## config.mk

```make
export PLATFORM = sky130hd
export DESIGN_NAME = dcache_port_arbiter_flat
export DESIGN_NICKNAME = d
export VERILOG_FILES = /design/src/rtl/dcache_pkg.sv /design/src/rtl/dcache_port_arbiter_if.sv /design/src/rtl/dcache_arb_pick.sv /design/src/rtl/dcache_port_arbiter.sv /design/src/flat_wrapper.sv
export SDC_FILE = /design/constraint.sdc
export NUM_CORES = 1
export LEC_CHECK = 0
export ABC_AREA = 0
export BUFFER_PORTS_ARGS = -buffer_cell sky130_fd_sc_hd__buf_4
export CORE_AREA = 2 2 125 127
export CTS_CLUSTER_DIAMETER = 50
export DETAILED_ROUTE_END_ITERATION = 8
export DIE_AREA = 0 0 127 129
export PLACE_DENSITY = 0.55
export SLEW_MARGIN = 20
export SYNTH_ARGS = -nofsm -noshare
export SYNTH_HDL_FRONTEND = slang
export SYNTH_SLANG_ARGS = --single-unit
export TNS_END_PERCENT = 30
```

## constraint.sdc

```tcl
create_clock -name clk -period 4.6 [get_ports clk]
set_clock_uncertainty 0.15 [all_clocks]
set_input_delay 1.38 -clock clk [delete_from_list [all_inputs] [get_ports clk]]
set_output_delay 1.38 -clock clk [all_outputs]
set_load 0.05 [all_outputs]
```

## src/rtl/dcache_pkg.sv

```systemverilog
// Shared types for the dcache access-port arbiter.
//   dc_req_t   : one complete dcache request (read/write enables, address, widths, write data)
//   dc_owner_e : which requester currently owns the dcache port (none, port 0 = LSU, port 1 = aux)
package dcache_pkg;

   typedef struct packed {
      logic        ren;
      logic        wen;
      logic [31:0] addr;
      logic [2:0]  rwidth;
      logic        rsign;
      logic [2:0]  wwidth;
      logic [31:0] wdata;
   } dc_req_t;

   typedef enum logic [1:0] {
      OWN_NONE = 2'd0,
      OWN_P0   = 2'd1,
      OWN_P1   = 2'd2
   } dc_owner_e;

endpackage

```

## src/rtl/dcache_port_arbiter_if.sv

```systemverilog
// One requester port of the dcache arbiter.
//   req/ren/wen/addr/rwidth/rsign/wwidth/wdata : request from the master, held until gnt
//   gnt   : request accepted this cycle
//   resp  : completion, one cycle after gnt
//   rdata : read data, valid with resp for reads (0 otherwise)
// master = requester side, slave = arbiter side.
interface dcache_port_arbiter_if;

   logic        req;
   logic        ren;
   logic        wen;
   logic [31:0] addr;
   logic [2:0]  rwidth;
   logic        rsign;
   logic [2:0]  wwidth;
   logic [31:0] wdata;
   logic        gnt;
   logic        resp;
   logic [31:0] rdata;

   modport master (
      output req, ren, wen, addr, rwidth, rsign, wwidth, wdata,
      input  gnt, resp, rdata
   );

   modport slave (
      input  req, ren, wen, addr, rwidth, rsign, wwidth, wdata,
      output gnt, resp, rdata
   );

endinterface

```

## src/rtl/dcache_arb_pick.sv

```systemverilog
// Combinational owner selection for the dcache port.
//   p0_req, p1_req : requests from the LSU (p0) and aux master (p1)
//   lock           : a stalled request holds the port
//   lock_owner     : owner of the stalled request
//   starve         : p1 has waited long enough to take priority
//   sel            : selected owner
module dcache_arb_pick
   import dcache_pkg::*;
(
   input  logic      p0_req,
   input  logic      p1_req,
   input  logic      lock,
   input  dc_owner_e lock_owner,
   input  logic      starve,
   output dc_owner_e sel
);

   always_comb begin
      sel = OWN_NONE;
      if (lock) begin
         // A stalled request keeps the port until the dcache accepts it.
         sel = lock_owner;
      end else if (starve && p1_req) begin
         sel = OWN_P1;
      end else if (p0_req) begin
         sel = OWN_P0;
      end else if (p1_req) begin
         sel = OWN_P1;
      end
   end

endmodule

```

## src/rtl/dcache_port_arbiter.sv

```systemverilog
// Shares the single dcache access port between the pipeline LSU (p0) and an aux
// master such as debug/DMA (p1). One request is selected per cycle and driven to
// the dcache; a request the dcache cannot take (dc_valid=0) is held and locked
// until accepted. The completion (and read data) is routed back to the owner one
// cycle after the grant.
//   clk, rst        : clock, synchronous active-high reset
//   p0, p1          : requester ports (slave modport)
//   dc_*            : request fields to the dcache
//   dc_pipeline_en  : dcache capture enable
//   dc_valid        : dcache can take the currently driven request
//   dc_rdata        : dcache read data, valid the cycle after capture
module dcache_port_arbiter
   import dcache_pkg::*;
#(
   parameter int STARVE_LIMIT = 8,
   parameter int CNT_W        = 4
)(
   input  logic                  clk,
   input  logic                  rst,
   dcache_port_arbiter_if.slave  p0,
   dcache_port_arbiter_if.slave  p1,
   output logic                  dc_ren,
   output logic                  dc_wen,
   output logic [31:0]           dc_addr,
   output logic [2:0]            dc_rwidth,
   output logic                  dc_rsign,
   output logic [2:0]            dc_wwidth,
   output logic [31:0]           dc_wdata,
   output logic                  dc_pipeline_en,
   input  logic                  dc_valid,
   input  logic [31:0]           dc_rdata
);

   localparam logic [CNT_W-1:0] LIMIT_C = CNT_W'(STARVE_LIMIT);

   logic             lock_reg;
   dc_owner_e        lock_owner_reg;
   dc_owner_e        owner_reg;
   logic             resp_pending_reg;
   logic             was_read_reg;
   logic [CNT_W-1:0] starve_cnt_reg;

   dc_req_t   p0_fields;
   dc_req_t   p1_fields;
   dc_req_t   dc_req;
   dc_owner_e sel;
   logic      starve;
   logic      accept;
   logic      gnt0;
   logic      gnt1;
   logic      resp0;
   logic      resp1;

   assign p0_fields = {p0.ren, p0.wen, p0.addr, p0.rwidth, p0.rsign, p0.wwidth, p0.wdata};
   assign p1_fields = {p1.ren, p1.wen, p1.addr, p1.rwidth, p1.rsign, p1.wwidth, p1.wdata};

   assign starve = (starve_cnt_reg >= LIMIT_C);

   // Requests are masked during reset so every output reads 0 while rst is high.
   dcache_arb_pick u_pick (
      .p0_req     (p0.req && !rst),
      .p1_req     (p1.req && !rst),
      .lock       (lock_reg),
      .lock_owner (lock_owner_reg),
      .starve     (starve),
      .sel        (sel)
   );

   always_comb begin
      dc_req = '0;
      case (sel)
         OWN_P0:  dc_req = p0_fields;
         OWN_P1:  dc_req = p1_fields;
         default: dc_req = '0;
      endcase
   end

   assign dc_ren    = dc_req.ren;
   assign dc_wen    = dc_req.wen;
   assign dc_addr   = dc_req.addr;
   assign dc_rwidth = dc_req.rwidth;
   assign dc_rsign  = dc_req.rsign;
   assign dc_wwidth = dc_req.wwidth;
   assign dc_wdata  = dc_req.wdata;

   assign accept = (sel != OWN_NONE) && dc_valid;
   assign gnt0   = accept && (sel == OWN_P0);
   assign gnt1   = accept && (sel == OWN_P1);

   // With no request the dcache still captures (an idle ren=wen=0 slot);
   // only a stalled request freezes the dcache pipeline.
   assign dc_pipeline_en = !rst && ((sel == OWN_NONE) || dc_valid);

   assign resp0 = !rst && resp_pending_reg && (owner_reg == OWN_P0);
   assign resp1 = !rst && resp_pending_reg && (owner_reg == OWN_P1);

   assign p0.gnt   = gnt0;
   assign p1.gnt   = gnt1;
   assign p0.resp  = resp0;
   assign p1.resp  = resp1;
   assign p0.rdata = (resp0 && was_read_reg) ? dc_rdata : '0;
   assign p1.rdata = (resp1 && was_read_reg) ? dc_rdata : '0;

   always_ff @(posedge clk) begin
      if (rst) begin
         lock_reg         <= 1'b0;
         lock_owner_reg   <= OWN_NONE;
         owner_reg        <= OWN_NONE;
         resp_pending_reg <= 1'b0;
         was_read_reg     <= 1'b0;
         starve_cnt_reg   <= '0;
      end else begin
         resp_pending_reg <= accept;
         owner_reg        <= accept ? sel : OWN_NONE;
         was_read_reg     <= accept && dc_req.ren;

         if ((sel != OWN_NONE) && !dc_valid) begin
            lock_reg       <= 1'b1;
            lock_owner_reg <= sel;
         end else if (accept) begin
            lock_reg       <= 1'b0;
            lock_owner_reg <= OWN_NONE;
         end

         if (p1.req && !gnt1) begin
            starve_cnt_reg <= starve ? LIMIT_C : starve_cnt_reg + CNT_W'(1);
         end else begin
            starve_cnt_reg <= '0;
         end
      end
   end

endmodule

```

## src/flat_wrapper.sv

```systemverilog
// flat-port wrapper written by rule: the top's interface ports become plain ports
module dcache_port_arbiter_flat import dcache_pkg::*;
#(
   parameter int STARVE_LIMIT = 8,
   parameter int CNT_W        = 4
)
  (clk, rst, dc_ren, dc_wen, dc_addr, dc_rwidth, dc_rsign, dc_wwidth, dc_wdata, dc_pipeline_en, dc_valid, dc_rdata, p0_req, p0_ren, p0_wen, p0_addr, p0_rwidth, p0_rsign, p0_wwidth, p0_wdata, p0_gnt, p0_resp, p0_rdata, p1_req, p1_ren, p1_wen, p1_addr, p1_rwidth, p1_rsign, p1_wwidth, p1_wdata, p1_gnt, p1_resp, p1_rdata);
  dcache_port_arbiter_if p0_i ();
  dcache_port_arbiter_if p1_i ();
  input  logic clk;
  input  logic rst;
  output logic dc_ren;
  output logic dc_wen;
  output logic [31:0] dc_addr;
  output logic [2:0] dc_rwidth;
  output logic dc_rsign;
  output logic [2:0] dc_wwidth;
  output logic [31:0] dc_wdata;
  output logic dc_pipeline_en;
  input  logic dc_valid;
  input  logic [31:0] dc_rdata;
  input wire logic [$bits(p0_i.req)-1:0] p0_req;
  input wire logic [$bits(p0_i.ren)-1:0] p0_ren;
  input wire logic [$bits(p0_i.wen)-1:0] p0_wen;
  input wire logic [$bits(p0_i.addr)-1:0] p0_addr;
  input wire logic [$bits(p0_i.rwidth)-1:0] p0_rwidth;
  input wire logic [$bits(p0_i.rsign)-1:0] p0_rsign;
  input wire logic [$bits(p0_i.wwidth)-1:0] p0_wwidth;
  input wire logic [$bits(p0_i.wdata)-1:0] p0_wdata;
  output wire logic [$bits(p0_i.gnt)-1:0] p0_gnt;
  output wire logic [$bits(p0_i.resp)-1:0] p0_resp;
  output wire logic [$bits(p0_i.rdata)-1:0] p0_rdata;
  input wire logic [$bits(p1_i.req)-1:0] p1_req;
  input wire logic [$bits(p1_i.ren)-1:0] p1_ren;
  input wire logic [$bits(p1_i.wen)-1:0] p1_wen;
  input wire logic [$bits(p1_i.addr)-1:0] p1_addr;
  input wire logic [$bits(p1_i.rwidth)-1:0] p1_rwidth;
  input wire logic [$bits(p1_i.rsign)-1:0] p1_rsign;
  input wire logic [$bits(p1_i.wwidth)-1:0] p1_wwidth;
  input wire logic [$bits(p1_i.wdata)-1:0] p1_wdata;
  output wire logic [$bits(p1_i.gnt)-1:0] p1_gnt;
  output wire logic [$bits(p1_i.resp)-1:0] p1_resp;
  output wire logic [$bits(p1_i.rdata)-1:0] p1_rdata;
  assign p0_i.req = p0_req;
  assign p0_i.ren = p0_ren;
  assign p0_i.wen = p0_wen;
  assign p0_i.addr = p0_addr;
  assign p0_i.rwidth = p0_rwidth;
  assign p0_i.rsign = p0_rsign;
  assign p0_i.wwidth = p0_wwidth;
  assign p0_i.wdata = p0_wdata;
  assign p0_gnt = p0_i.gnt;
  assign p0_resp = p0_i.resp;
  assign p0_rdata = p0_i.rdata;
  assign p1_i.req = p1_req;
  assign p1_i.ren = p1_ren;
  assign p1_i.wen = p1_wen;
  assign p1_i.addr = p1_addr;
  assign p1_i.rwidth = p1_rwidth;
  assign p1_i.rsign = p1_rsign;
  assign p1_i.wwidth = p1_wwidth;
  assign p1_i.wdata = p1_wdata;
  assign p1_gnt = p1_i.gnt;
  assign p1_resp = p1_i.resp;
  assign p1_rdata = p1_i.rdata;
  dcache_port_arbiter #(.STARVE_LIMIT(STARVE_LIMIT), .CNT_W(CNT_W)) u_core (.clk(clk), .rst(rst), .p0(p0_i), .p1(p1_i), .dc_ren(dc_ren), .dc_wen(dc_wen), .dc_addr(dc_addr), .dc_rwidth(dc_rwidth), .dc_rsign(dc_rsign), .dc_wwidth(dc_wwidth), .dc_wdata(dc_wdata), .dc_pipeline_en(dc_pipeline_en), .dc_valid(dc_valid), .dc_rdata(dc_rdata));
endmodule
```

Word level (Yosys, flattened, before mapping)
Cells that the tools add are included.

cells by class
  equality and inequality tests = 4
  add/sub/neg operators = 1
  muxes and demuxes = 12
  $lt $le $gt $ge = 1
  bitwise gates (word level) = 2
  reductions and logical operators = 25

operators with widths
  operator             count
  $pmux 73 s2          1
  $mux 32              2
  $logic_and 1x1->1    15
  $mux 2               6
  $add 4x1->4 const B  1
  $eq 2x1->1 const B   2
  $eq 2x2->1 const B   2
  $ge 4x4->1 const B   1
  $mux 4               1
  $reduce_bool 2->1    2
  $reduce_or 2->1      2
  $logic_not 1->1      3
  $reduce_or 3->1      1
  $logic_not 2->1      1
  $mux 1               2
  $not 1->1            2
  $logic_or 1x1->1     1

storage, ports and cells
  logic and storage cells = 52
  bits in registers = 11

Logic depth before layout (Yosys ltp)
  depth after elaboration = 13
  depth in mapped cells = 9

Cells and area by module
From an unflattened synthesis, not the netlist that was laid out.

second synthesis, totals
  cell total of the unflattened synthesis = 344
  area, all modules = 2439.8 µm²

by module, submodules not included
  module               cells each  instances  area an instance (µm²)
  dcache_port_arbiter  337         1          2392.3
  dcache_arb_pick      7           1          47.5

Worst setup path after synthesis
No wires, ideal clock.

  kind = input-to-output
  start point = input port rst
  end point = output port dc_addr[13]
  arrival time = 3.196 ns
  slack = -0.126 ns
  required time = 3.070 ns
  cell stages on the path = 8
  path through = buf_6 nor2_1 a22oi_1 inv_1 ha_1 buf_2 buf_1 nor2_1

RTL lines
  element                                             line                                                  source
  start: declaration                                  flat_wrapper.sv:11                                    input logic rst;
  $logic_not 1->1 (*)                                 dcache_port_arbiter.sv:61, dcache_port_arbiter.sv:62
  $logic_and 1x1->1, on equally long branches         dcache_port_arbiter.sv:61, dcache_port_arbiter.sv:62
  $mux 2 / $logic_and 1x1->1 (equally long branches)  dcache_arb_pick.sv:25, dcache_arb_pick.sv:23
  $mux 2 (*)                                          dcache_arb_pick.sv:23                                 end else if (starve && p1_req) begin
  $mux 2 (*)                                          dcache_arb_pick.sv:20                                 if (lock) begin
  via u_core.sel[0]                                   dcache_port_arbiter.sv:46                             dc_owner_e sel;
  $eq 2x2->1 / $eq 2x1->1 (equally long branches)     dcache_port_arbiter.sv:71                             case (sel)
  $pmux 73 s2 (*)                                     dcache_port_arbiter.sv:71
  end: declaration                                    flat_wrapper.sv:14                                    output logic [31:0] dc_addr;

The timed path passes the listed nets; every way through them passes the cells marked *.

Final worst setup path
  start point = input port rst
  end point = output port dc_addr[25]

between the ends
  longest elaborated chain between the ends = 8

RTL lines
  element                                          line                                                  source
  $logic_not 1->1 (*)                              dcache_port_arbiter.sv:61, dcache_port_arbiter.sv:62
  $logic_and 1x1->1                                dcache_port_arbiter.sv:62                             .p1_req (p1.req && !rst),
  $mux 2                                           dcache_arb_pick.sv:27                                 end else if (p1_req) begin
  $mux 2                                           dcache_arb_pick.sv:25                                 end else if (p0_req) begin
  $mux 2 (*)                                       dcache_arb_pick.sv:23
  $mux 2 (*)                                       dcache_arb_pick.sv:20
  via u_core.sel[1]                                dcache_port_arbiter.sv:46
  $eq 2x2->1 / $eq 2x1->1 (equally long branches)  dcache_port_arbiter.sv:71
  $pmux 73 s2 (*)                                  dcache_port_arbiter.sv:71

Marked as above.

==> results.md <==
- Via density: about 4.2
- Bufs on Longest Clock Path: 2
- Syn_nets: slightly below 500
- Highest clock rate: around 220 MHz
- Sequential area share after synthesis: 0.1115
- Post-Route WL: approximately 11000 um
- Routed Antenna Nets: 0
- DR DRC count: 0
- Cts bufs inserted: 3
- Sequential share of power: 0.160
- Count of buffers from port buffering: 324
- Rows: 45
- Max stage delay on crit path: roughly 250 ps
- Initial core utilization: 0.1318
- Postcts setup bufs: 0
- Final Hold Viols: 0
- Crit-path leading delay family: buffers and inverters
- Total track usage: 0.1195
- Setup violators final: 0
- Die height: approximately 130 um
- First-pass DRT Iterations: 4
- Ports: between 300 and 400
- RSZ-0062 raised after global routing: no
- Vias in the first global route: 3144
- Tmin final: about 4500 ps
- Slew HR: 0.6561
- Hold Buf Count CTS: 0
- Required @ worst endpoint: between 3000 and 4000 ps
- Final Net Count: approximately 800
- Crit Path Max Fanout: 54
- Max-Cap Viols: 0
- Area growth, synth to finish: 137.5%
- Largest net degree at the start of global routing: 55
- Clk Latency, worst-skew pair: 240 ps
- CTS tree: yes
- Ys Warns: 0
- Worst Hold Class: reg -> reg
- Fin area: roughly 4700 um^2
- VDD IR max: around 0.00012 V
- Vias: between 3000 and 4000
- Crit-path most repeated cell: buf_4
- Cell area after synthesis: 1974 um^2
- Slew of the pin with the lowest slew margin: 514.6 ps
- Placed cell areas: about 4600 um^2
- Crit Path Class: in -> out
- Startpoint Class: input pin
- Total stage count of the critical path: 9
- Worst Path Buf+Inv: 4
- CTS clock-pin slew for the worst setup and hold paths: 40 ps
- Sw Share: 0.3871
- Initial antenna violation count: 0
- Pleak: 2.395 nW
- DRT iter0 DRCs: between 100 and 150
- Worst hold path cell count: 1
- Pwr/cell area: roughly 140 nW/um^2
- Diodes inserted: 0
- Critical Path Sink Type: output pin
- Combinational group share of total power: 0.596
- Post-synthesis instance total: 306
- Avg Inst Size Synth: approximately 6.5 um^2
- CP max stage cell: nor3b_1
- Die W: about 130 um
- Root Buffer: clkbuf_16
- Final Power: 640.3 uW
- Die ar.: 16380 um^2
- Final period util: 0.9727
- Largest register FFs: 4
- WL per Instance: approximately 14 um
- Net Switching: around 250 uW
- Routability cong.: 0.7339
- Core area: approximately 15000 um^2
- Share of layout cells above drive strength 1: 0.5626
- Clock tree sinks: 11
- Status: complete, no violations
- #FFs+latches synth: 11
- Internal cell power: roughly 390 uW
- First-pass GRT wire length: around 16000 um
- Distinct cells, synth: 25
- CTS H-Tree Depth: 1
- Clock power share: 0.245
- Worst EP arrival: ~3000 ps
- R2R cell count: 9
- CP cell instances: buf_4 > nor3b_1 > a22oi_2 > inv_1 > ha_2 > buf_12 > a22oi_1 > nor2_1 > buf_4
- Max-slew violations: 0
- Grt total ovfl: 0
- Post_cts resized: 0
- DP Wirelength: 9301 um
cell families after synthesis:
kind of cell / share of synthesized area
AO/OA/AOI/OAI: 0.3023
adder cells (fa/ha/maj): 0.03169
XOR/XNOR: 0.004437
buffers and inverters: 0.1084
flip-flops: 0.1115
AND/OR/NAND/NOR: 0.4417
final timing paths:
kind,slack [ps],from,end
worst max-delay path,130,rst,dc_addr[25]
worst min-delay path,320,u_core.starve_cnt_reg[0],u_core.starve_cnt_reg[0]
worst max register to register,2530,u_core.lock_reg,u_core.starve_cnt_reg[2]
worst min register to register,320,u_core.starve_cnt_reg[0],u_core.starve_cnt_reg[0]
cell usage after synthesis, drive strengths merged:
| master | number | area [um^2] |
|---|---|---|
| nor2 | 86 | 337.8 |
| a22oi | 75 | 563.0 |
| and2 | 65 | 406.6 |
| buf | 23 | 157.6 |
| dfxtp | 11 | 220.2 |
| clkbuf | 8 | 30.03 |
| inv | 7 | 26.28 |
| ha | 5 | 62.56 |
| nand2b | 5 | 31.28 |
| nand3b | 3 | 35.03 |
| nor2b | 3 | 18.77 |
| nor3 | 3 | 15.01 |
| a21oi | 2 | 10.01 |
| nand2 | 2 | 7.510 |
| o21ai | 2 | 10.01 |
| a21boi | 1 | 7.510 |
| a31oi | 1 | 6.260 |
| and2b | 1 | 7.510 |
| nand3 | 1 | 5.000 |
| nor3b | 1 | 7.510 |
| xnor2 | 1 | 8.760 |
power by group through the flow:
stage	Sequential, mW	Clock (mW)	Combinational [mW]
floorplan	0.103	0	0.185
global placement	0.103	0	0.385
detailed placement	0.103	0	0.384
CTS	0.102	0.161	0.386
global route	0.103	0.167	0.409
finish	0.102	0.157	0.381
worst reg2reg max path, stage by stage, from the launching register on:
cell      delay [ps]
dfxtp_1          380
nor3b_1          300
a22oi_2          130
inv_1             80
ha_2             200
buf_12           230
nand3b_1         150
buf_4            150
nand3b_1         130
nor2_1            60
area by class of cell:
class                      count  area (um^2)
multi-input combinational    257         1555
timing repair buffer         336         2572
tap                          188        235.2
clock buffer                   4        78.83
fill                        1669        10290
inverter                       7        26.28
sequential                    11        220.2
metal layers:
layer / GRT usage / part of all wire
met5: 0 / 0
met1: 0.1356 / 0.37
met4: 0.009696 / 0.0035
met2: 0.2375 / 0.53
met3: 0.02495 / 0.093
layout by cell type, fill, tap and decap left out, drive strengths merged, types with 2 or more instances in the layout:
| cell | Yosys | layout |
|---|---|---|
| ha | 5 | 5 |
| nand3b | 3 | 3 |
| o21ai | 2 | 2 |
| nor3 | 3 | 3 |
| nand2b | 5 | 5 |
| buf | 23 | 336 |
| inv | 7 | 7 |
| dfxtp | 11 | 11 |
| nand2 | 2 | 2 |
| nor2b | 3 | 3 |
| clkbuf | 8 | 4 |
| a21oi | 2 | 2 |
| a22oi | 75 | 75 |
| nor2 | 86 | 86 |
| and2 | 65 | 65 |
per-stage QoR:
stage | setup TNS [ps] | util | worst slack [ps] | cells | hold slack (ps)
6_report | 0 | 0.3130 | 125.4 | 803 | 318.0
5_1_grt | 0 | 0.3130 | 12.37 | 803 | 330.3
4_1_cts | 0 | 0.3124 | 36.57 | 803 | 320.5
3_5_place_dp | 0 | 0.3071 | 47.41 | 799 | 311.8
3_3_place_gp | 0 | 0.3071 | 46.72 | 799 | 296.0
2_1_floorplan | -7852 | - | -126.4 | 306 | 279.5
Power figures use the tool's default switching activity.
